## config.mk

```make
export PLATFORM = sky130hd
export DESIGN_NAME = kernel_pe
export DESIGN_NICKNAME = d
export VERILOG_FILES = /design/src/rtl/kernel_pkg.sv /design/src/rtl/kernel_delay_line.sv /design/src/rtl/kernel_pe.sv
export SDC_FILE = /design/constraint.sdc
export NUM_CORES = 1
export LEC_CHECK = 0
export BUFFER_PORTS_ARGS = -buffer_cell sky130_fd_sc_hd__buf_2
export CAP_MARGIN = 20
export CORE_MARGIN = 3
export CORE_UTILIZATION = 35
export CTS_CLUSTER_DIAMETER = 30
export DETAILED_ROUTE_END_ITERATION = 10
export PLACE_DENSITY_LB_ADDON = 0.25
export SYNTH_ARGS = -nofsm -noshare
export SYNTH_HDL_FRONTEND = slang
export SYNTH_SLANG_ARGS = --single-unit
```

## constraint.sdc

```tcl
create_clock -name clk -period 3.8 [get_ports clk]
set_clock_uncertainty 0.05 [all_clocks]
set_input_delay 0.38 -clock clk [delete_from_list [all_inputs] [get_ports clk]]
set_output_delay 0.38 -clock clk [all_outputs]
set_load 0.02 [all_outputs]
```

## src/rtl/kernel_pkg.sv

```systemverilog
// Shared widths, mode encoding and the output saturate/ReLU helper for the
// kernel processing element.
package kernel_pkg;

  localparam int DW    = 16;
  localparam int FRAC  = 8;
  localparam int ACC_W = 40;

  typedef enum logic [1:0] {
    MODE_CONV1 = 2'b00,
    MODE_MAX   = 2'b01,
    MODE_MAC   = 2'b10,
    MODE_RSVD  = 2'b11
  } kernel_mode_t;

  localparam logic signed [ACC_W-1:0] ACC_MIN = {1'b1, {(ACC_W-1){1'b0}}};
  localparam logic signed [ACC_W-1:0] OUT_MAX = {{(ACC_W-DW+1){1'b0}}, {(DW-1){1'b1}}};
  localparam logic signed [ACC_W-1:0] OUT_MIN = ~OUT_MAX;

  typedef struct packed {
    logic         en;
    logic         init;
    kernel_mode_t mode;
    logic         bias_en;
  } op_ctrl_t;

  typedef struct packed {
    logic        we;
    logic [31:0] idx;
  } wr_ctrl_t;

  typedef struct packed {
    logic          sat;
    logic [DW-1:0] data;
  } out_t;

  // Rescale Q.(2*FRAC) to Q.FRAC, clamp to DW signed, optional ReLU.
  // sat reports only a clamp that is visible on the returned data.
  function automatic out_t sat_relu(input logic signed [ACC_W-1:0] a, input logic relu);
    logic signed [ACC_W-1:0] sh;
    out_t o;
    sh    = a >>> FRAC;
    o.sat = 1'b0;
    if (sh > OUT_MAX) begin
      o.data = OUT_MAX[DW-1:0];
      o.sat  = 1'b1;
    end else if (sh < OUT_MIN) begin
      o.data = relu ? '0 : OUT_MIN[DW-1:0];
      o.sat  = !relu;
    end else begin
      o.data = (relu && sh[ACC_W-1]) ? '0 : sh[DW-1:0];
    end
    return o;
  endfunction

endpackage

```

## src/rtl/kernel_delay_line.sv

```systemverilog
// Fixed-depth register delay line with asynchronous active-low clear.
module kernel_delay_line #(
  parameter int W     = 1,
  parameter int DEPTH = 1
) (
  input  logic         clk,
  input  logic         rstn,
  input  logic [W-1:0] d,
  output logic [W-1:0] q
);

  logic [W-1:0] stage [DEPTH];

  always_ff @(posedge clk or negedge rstn) begin
    if (!rstn) begin
      for (int i = 0; i < DEPTH; i++) stage[i] <= '0;
    end else begin
      stage[0] <= d;
      for (int i = 1; i < DEPTH; i++) stage[i] <= stage[i-1];
    end
  end

  assign q = stage[DEPTH-1];

endmodule

```

## src/rtl/kernel_pe.sv

```systemverilog
// Kernel processing element: fixed-point MAC / running max over operands from
// synchronous memories, with result writes aligned to the accumulator.
module kernel_pe
  import kernel_pkg::*;
#(
  parameter int READ_LAT = 1
) (
  input  logic          clk,
  input  logic          rstn,
  input  logic          en,
  input  logic          init,
  input  logic [1:0]    mode,
  input  logic          bias_en,
  input  logic          write_enable,
  input  logic [31:0]   result_idx,
  input  logic [DW-1:0] data_in,
  input  logic [DW-1:0] weight_in,
  output logic          wr_en,
  output logic [31:0]   wr_addr,
  output logic [DW-1:0] wr_data,
  output logic          sat_flag
);

  op_ctrl_t op_in, op_d;
  wr_ctrl_t wr_in, wr_d;

  assign op_in = '{en: en, init: init, mode: kernel_mode_t'(mode), bias_en: bias_en};
  assign wr_in = '{we: write_enable, idx: result_idx};

  kernel_delay_line #(.W($bits(op_ctrl_t)), .DEPTH(READ_LAT)) u_op_dly (
    .clk(clk), .rstn(rstn), .d(op_in), .q(op_d)
  );

  // One extra stage: an operand seen with op_d lands in acc one edge later.
  kernel_delay_line #(.W($bits(wr_ctrl_t)), .DEPTH(READ_LAT+1)) u_wr_dly (
    .clk(clk), .rstn(rstn), .d(wr_in), .q(wr_d)
  );

  logic signed [ACC_W-1:0] acc, acc_next, base;
  logic signed [ACC_W-1:0] prod_ext, bias_ext, data_ext;
  logic signed [2*DW-1:0]  product;
  kernel_mode_t            mode_r, eff_mode;
  out_t                    out;

  assign product  = $signed(data_in) * $signed(weight_in);
  assign prod_ext = {{(ACC_W-2*DW){product[2*DW-1]}}, product};
  assign bias_ext = {{(ACC_W-DW-FRAC){weight_in[DW-1]}}, weight_in, {FRAC{1'b0}}};
  assign data_ext = {{(ACC_W-DW-FRAC){data_in[DW-1]}}, data_in, {FRAC{1'b0}}};

  always_comb begin
    eff_mode = op_d.init ? op_d.mode : mode_r;
    base     = acc;
    if (op_d.init) base = (op_d.mode == MODE_MAX) ? ACC_MIN : '0;
    acc_next = base;
    case (eff_mode)
      MODE_CONV1, MODE_MAC: begin
        acc_next = base + (op_d.en ? prod_ext : '0) + (op_d.bias_en ? bias_ext : '0);
      end
      MODE_MAX: begin
        if (op_d.en && (data_ext > base)) acc_next = data_ext;
      end
      default: acc_next = base;
    endcase
  end

  always_ff @(posedge clk or negedge rstn) begin
    if (!rstn) begin
      acc    <= '0;
      mode_r <= MODE_CONV1;
    end else begin
      acc <= acc_next;
      if (op_d.init) mode_r <= op_d.mode;
    end
  end

  assign out     = sat_relu(acc, (mode_r == MODE_CONV1) || (mode_r == MODE_MAC));
  assign wr_data = out.data;
  assign wr_en   = wr_d.we;
  assign wr_addr = wr_d.idx;

  always_ff @(posedge clk or negedge rstn) begin
    if (!rstn)                 sat_flag <= 1'b0;
    else if (wr_en && out.sat) sat_flag <= 1'b1;
  end

endmodule
```

=== Word-level counts from Yosys, hierarchy flattened ===
Cells that the tools add are included.

* Register bits after elaboration: 114
* Bits of input ports: 72
* Output and inout bits: 50
* Logic and storage cells: 36

* $add $sub $neg: 2
* Multipliers: 1
* Order comparisons: 3
* Equal/unequal tests: 4
* Multiplexer cells: 12
* Reductions and logical operators: 8

{| class="wikitable"
|+ Operators by type and width
! kind !! count
|-
| two-way mux 40 bit || 5
|-
| adder 40 bit || 2
|-
| case mux 40 bit (2 select lines) || 1
|-
| two-way mux 16 bit || 3
|-
| greater-than comparator 24 x 40 -> 1 bit || 1
|-
| greater-than comparator 32 x 16 -> 1 bit, second input constant || 1
|-
| < comparator 32 x 16 -> 1 bit, second input constant || 1
|-
| multiplier 16 x 16 -> 32 bit || 1
|-
| two-way mux 17 bit || 1
|-
| == test 2 x 1 -> 1 bit, second input constant || 2
|-
| == test 2 bit, second input constant || 2
|-
| zero test 2 bit || 2
|-
| logical AND 1 bit || 3
|-
| two-way mux 2 bit || 1
|-
| OR reduction 2 bit || 1
|-
| zero test 1 bit || 1
|-
| logical OR 1 bit || 1
|-
| two-way mux 1 bit || 1
|}

=== Longest topological paths before layout ===
* Depth after elaboration: 7
* Mapped depth: 40

=== Modules after synthesis ===
From an unflattened synthesis, not the netlist that was laid out.

* Cell total of the unflattened synthesis: 1911
* Area total of the unflattened synthesis: 17735.8 um^2

{| class="wikitable"
|+ By module, submodules not included
! module !! instances !! cells an instance !! area each (um^2) !! sequential area each (um^2)
|-
| kernel_pe || 1 || 1807 || 15711.3 || 1076.0
|-
| kernel_delay_line at u_wr_dly || 1 || 99 || 1899.3 || 1651.6
|-
| kernel_delay_line at u_op_dly || 1 || 5 || 125.1 || 125.1
|}

=== Worst setup path after synthesis ===
No wires, ideal clock.

* Path kind: input to register
* From: input data_in[15]
* To: register acc[39]
* Arrival time: 8731 ps
* Path slack: -5110 ps
* Stages on the path: 38
* Buffers on the path: 3
* Path through: clkbuf_1 clkbuf_1 nand2_1 inv_1 fa_1 inv_1 fa_1 fa_1 inv_1 fa_1 fa_1 inv_1 fa_1 inv_1 ha_1 a21o_1 a221o_1 nor2_1 [... 2 more ...] o21bai_1 a211oi_1 o21bai_1 xor2_1 nand2_1 fa_1 inv_1 ha_1 and3_1 clkbuf_1 nand3_1 o31a_1 o31a_1 o21a_1 a31oi_1 a31oi_1 xnor3_1 o21ai_1

* Longest elaborated chain between the ends: 5
* Elaborated cells between the ends (all ways): 8
* Classes of those cells: add/sub: 2; mul: 1; order compare: 1; mux: 3; reduce/logical: 1

{| class="wikitable"
|+ RTL lines
! item !! RTL line !! text
|-
| from (decl) || kernel_pe.sv:16 || <nowiki>input logic [DW-1:0] data_in,</nowiki>
|-
| multiplier 16 x 16 -> 32 bit || kernel_pe.sv:45 || <nowiki>assign product = $signed(data_in) * $signed(weight_in);</nowiki>
|-
| two-way mux 40 bit || kernel_pe.sv:57 || <nowiki>acc_next = base + (op_d.en ? prod_ext : '0) + (op_d.bias_en ? bias_ext : '0);</nowiki>
|-
| adder 40 bit (2 in a row) || kernel_pe.sv:57 ||
|-
| case mux 40 bit (2 select lines) (*) || kernel_pe.sv:55 || <nowiki>case (eff_mode)</nowiki>
|-
| net acc_next[39] || kernel_pe.sv:39 || <nowiki>logic signed [ACC_W-1:0] acc, acc_next, base;</nowiki>
|-
| to (signal assigned) || kernel_pe.sv:71 || <nowiki>acc <= acc_next;</nowiki>
|-
| to (decl) || kernel_pe.sv:39 ||
|}

The timed path passes the listed nets; every way through them passes the cells marked *.
A chain may end at the register's enable or synchronous reset.

=== Final worst setup path ===
* From: input data_in[3]
* To: register acc[35]

Same word-level chain as after synthesis.

==> flow_metrics.env <==
export IMPL_status="finished with violations"
export IMPL_violations="setup timing"
export IMPL_synth_edff_count=0
export IMPL_relSlewSlack_pct=33.5
export IMPL_seq_area_frac_synth_pct=15.9
export IMPL_antenna_found_initial=0
export IMPL_cts_max_path_buffers=2
export IMPL_dp_cells=2940
export IMPL_firstDrtPassIters=5
export IMPL_critical_path_class="primary input to register"
export IMPL_regArea_um2=2850
export IMPL_drive_gt1_share_pct=33.8
export IMPL_rows=82
export IMPL_dp_hpwl_um=42100
export IMPL_io_buffers=121
export IMPL_dp_slack_ns=-4.86
export IMPL_worst_setup_path_start_kind="primary input"
export IMPL_clock_fmax_mhz=126
export IMPL_final_util_pct=48.1
export IMPL_vias_per_cell=4.83
export IMPL_netlist_area_um2=17900
export IMPL_slowest_stage="fa_1"
export IMPL_die_height_um=232
export IMPL_synth_cell_types=65
export IMPL_cts_sinks=114
export IMPL_final_cell_mix="inv_1, buf_4, fa_1"
export IMPL_root_buffer="clkbuf_16"
export IMPL_arrival_ns=8.23
export IMPL_synthArstFlopShare_pct=100
export IMPL_grt_usage_pct=19.1
export IMPL_clkTransAtPathRegs_ns=0.06
export IMPL_grt_pass1_vias=16000
export IMPL_syn2layout_area_growth_pct=35.4
export IMPL_ant_nets=0
export IMPL_period_needed_ns=7.96
export IMPL_drv_cap=0
export IMPL_layout_commonest_cell="inv_1"
export IMPL_critPathRequiredTime_ns=4.06
export IMPL_yosysWarnings=0
export IMPL_finalHoldViolCount=0
export IMPL_setup_slack_ns=-4.16
export IMPL_core_area_um2=50400
export IMPL_wl_per_cell_um=16.6
export IMPL_multi_input_area_um2=14700
export IMPL_drt_first_iter_violations=662
export IMPL_fillCellCount=4689
export IMPL_gp_congestion=0.876
export IMPL_synth_top_area_share_pct=32.9
export IMPL_cts_tree="built"
export IMPL_cts_buffers=17
export IMPL_h_tree_depth=4
export IMPL_drv_slew=0
export IMPL_grt_first_pass_wirelength_um=83000
export IMPL_drc=0
export IMPL_dominantRegCellSynth="dfrtp_1"
export IMPL_ys_ff_latch=114
export IMPL_setup_violations=35
export IMPL_synth_nets=2452
export IMPL_synth_area_leaders="fa_1, dfrtp_1, ha_1"
export IMPL_yosysTopAreaCell="fa_1"
export IMPL_timing_final_crit_share_pct=210
export IMPL_stdcell_count=3012
export IMPL_die_area_um2=53900
export IMPL_ios=122
export IMPL_die_width_um=232
export IMPL_worst_slew_pin_slew_ns=0.996
export IMPL_hold_path_class="primary input to register"
export IMPL_finalWirelength_um=50000
export IMPL_syn_inst=1926
export IMPL_rsz0062_at_grt="yes"
export IMPL_clkLatencyLatePin_ns=0.40
export IMPL_avgSynthCellArea_um2=9.30
export IMPL_num_vias=14600
export IMPL_cpMostUsedCell="fa_1"
export IMPL_worstSetupEndpointType="register"
export IMPL_path_max_fanout=5
export IMPL_grt_max_degree=58
export IMPL_start_util_pct=35.5
export IMPL_hold_slack_ns=0.0320
export IMPL_gr_total_overflow=0
export IMPL_slowest_delay_ns=0.59
export IMPL_num_antenna_cells=0
export IMPL_layout_nets=2853
## worst max-delay path: cells and delay by family
kind	cells	cell delay, ns
xor gates and xnor gates	1	0.10
and+or+nand+nor	9	1.31
adders and majority gates	9	3.98
AOI/OAI and AO/OA	10	1.82
buffers and inverters	7	0.62
## layout make-up
type,count,share of cell area (%)
Tap cell,672,3.47
Multi-Input combinational cell,1348,60.7
Inverter,372,5.80
Sequential cell,114,11.8
Timing Repair Buffer,474,15.7
Clock buffer,17,1.75
Clock inverter,15,0.810
## path summary, 6_finish.rpt
path	start	to	slack, ns	depth (start not counted)
worst max-delay path	data_in[3]	acc[35]	-4.16	36
worst min-delay path	result_idx[21]	u_wr_dly.stage[54]	0.03	1
worst max register to register	u_op_dly.q[4]	acc[35]	-0.23	18
worst min register to register	u_wr_dly.stage[64]	u_wr_dly.q[31]	0.29	0
max in group asynchronous	rstn	acc[5]	2.29	3
min in group asynchronous	rstn	u_wr_dly.stage[53]	0.53	2
## registers in the layout, indices dropped and copies added, names as in the netlist
signal	count
mode_r	2
u_op_dly.q	5
acc	40
u_wr_dly.stage	33
sat_flag	1
u_wr_dly.q	33
## repair_timing
item	CTS	global route
hold buffers	1	0
endpoints found under the setup margin	36	40
buffers inserted	27	15
gates cloned	0	2
hold endpoints to repair	1	0
pin swaps	117	77
resized for setup	194	142
## synthesized netlist by cell type (3+ instances only)
library cell  number
nor2_1            54
nand3_1           25
and2_1           146
nor3b_1            4
nor2b_1           17
ha_1             160
a21boi_0           3
a211oi_1          18
clkbuf_1          59
a21oi_1           66
o21ai_0           60
a21o_1            47
or3_1              6
nand2b_1          39
mux2i_1           15
inv_1            372
o21a_1             8
xnor2_1           40
a31oi_1            8
buf_4             34
and3_1             9
o31ai_1            4
dfrtp_1          114
o21ba_2            3
nand3b_1           5
nor4_1            10
nand2_1          188
o41ai_1            3
xor2_1            21
a221o_1            6
o31a_1             4
fa_1             294
nor3_1            13
a22o_1             5
o21bai_1           9
nand4_1           19
## routing by layer
layer	wire [µm]	GRT usage [%]	vias up	part of all wire, %
met2	26500	35.3	209	53
li1	-	-	6848	-
met1	21600	24.9	7457	43
met4	687	3.12	0	1.4
met5	0	0	-	0
met3	1240	1.40	48	2.5
## kinds of logic after synthesis
kind of cell / count (synthesis) / synth area share (%)
AO/OA/AOI/OAI: 267 / 9.80
adder cells (fa/ha/maj): 454 / 44.1
XOR/XNOR: 62 / 3.11
flip-flops: 114 / 15.9
AND/OR/NAND/NOR: 546 / 15.6
buffers and inverters: 465 / 10.5
multiplexers: 18 / 1.04
## per-stage QoR
step | setup TNS [ns] | area [µm²]
after global placement | -135.58 | 22000
after global routing | -125.13 | 24200
final | -115.14 | 24200
after detailed placement | -137.48 | 22000
after floorplan | -108.91 | 18900
after CTS | -114.95 | 23600
Power is left out: the tool's default activity adds up to more than one toggle a clock period on the data nets, which glitch-free logic cannot reach.
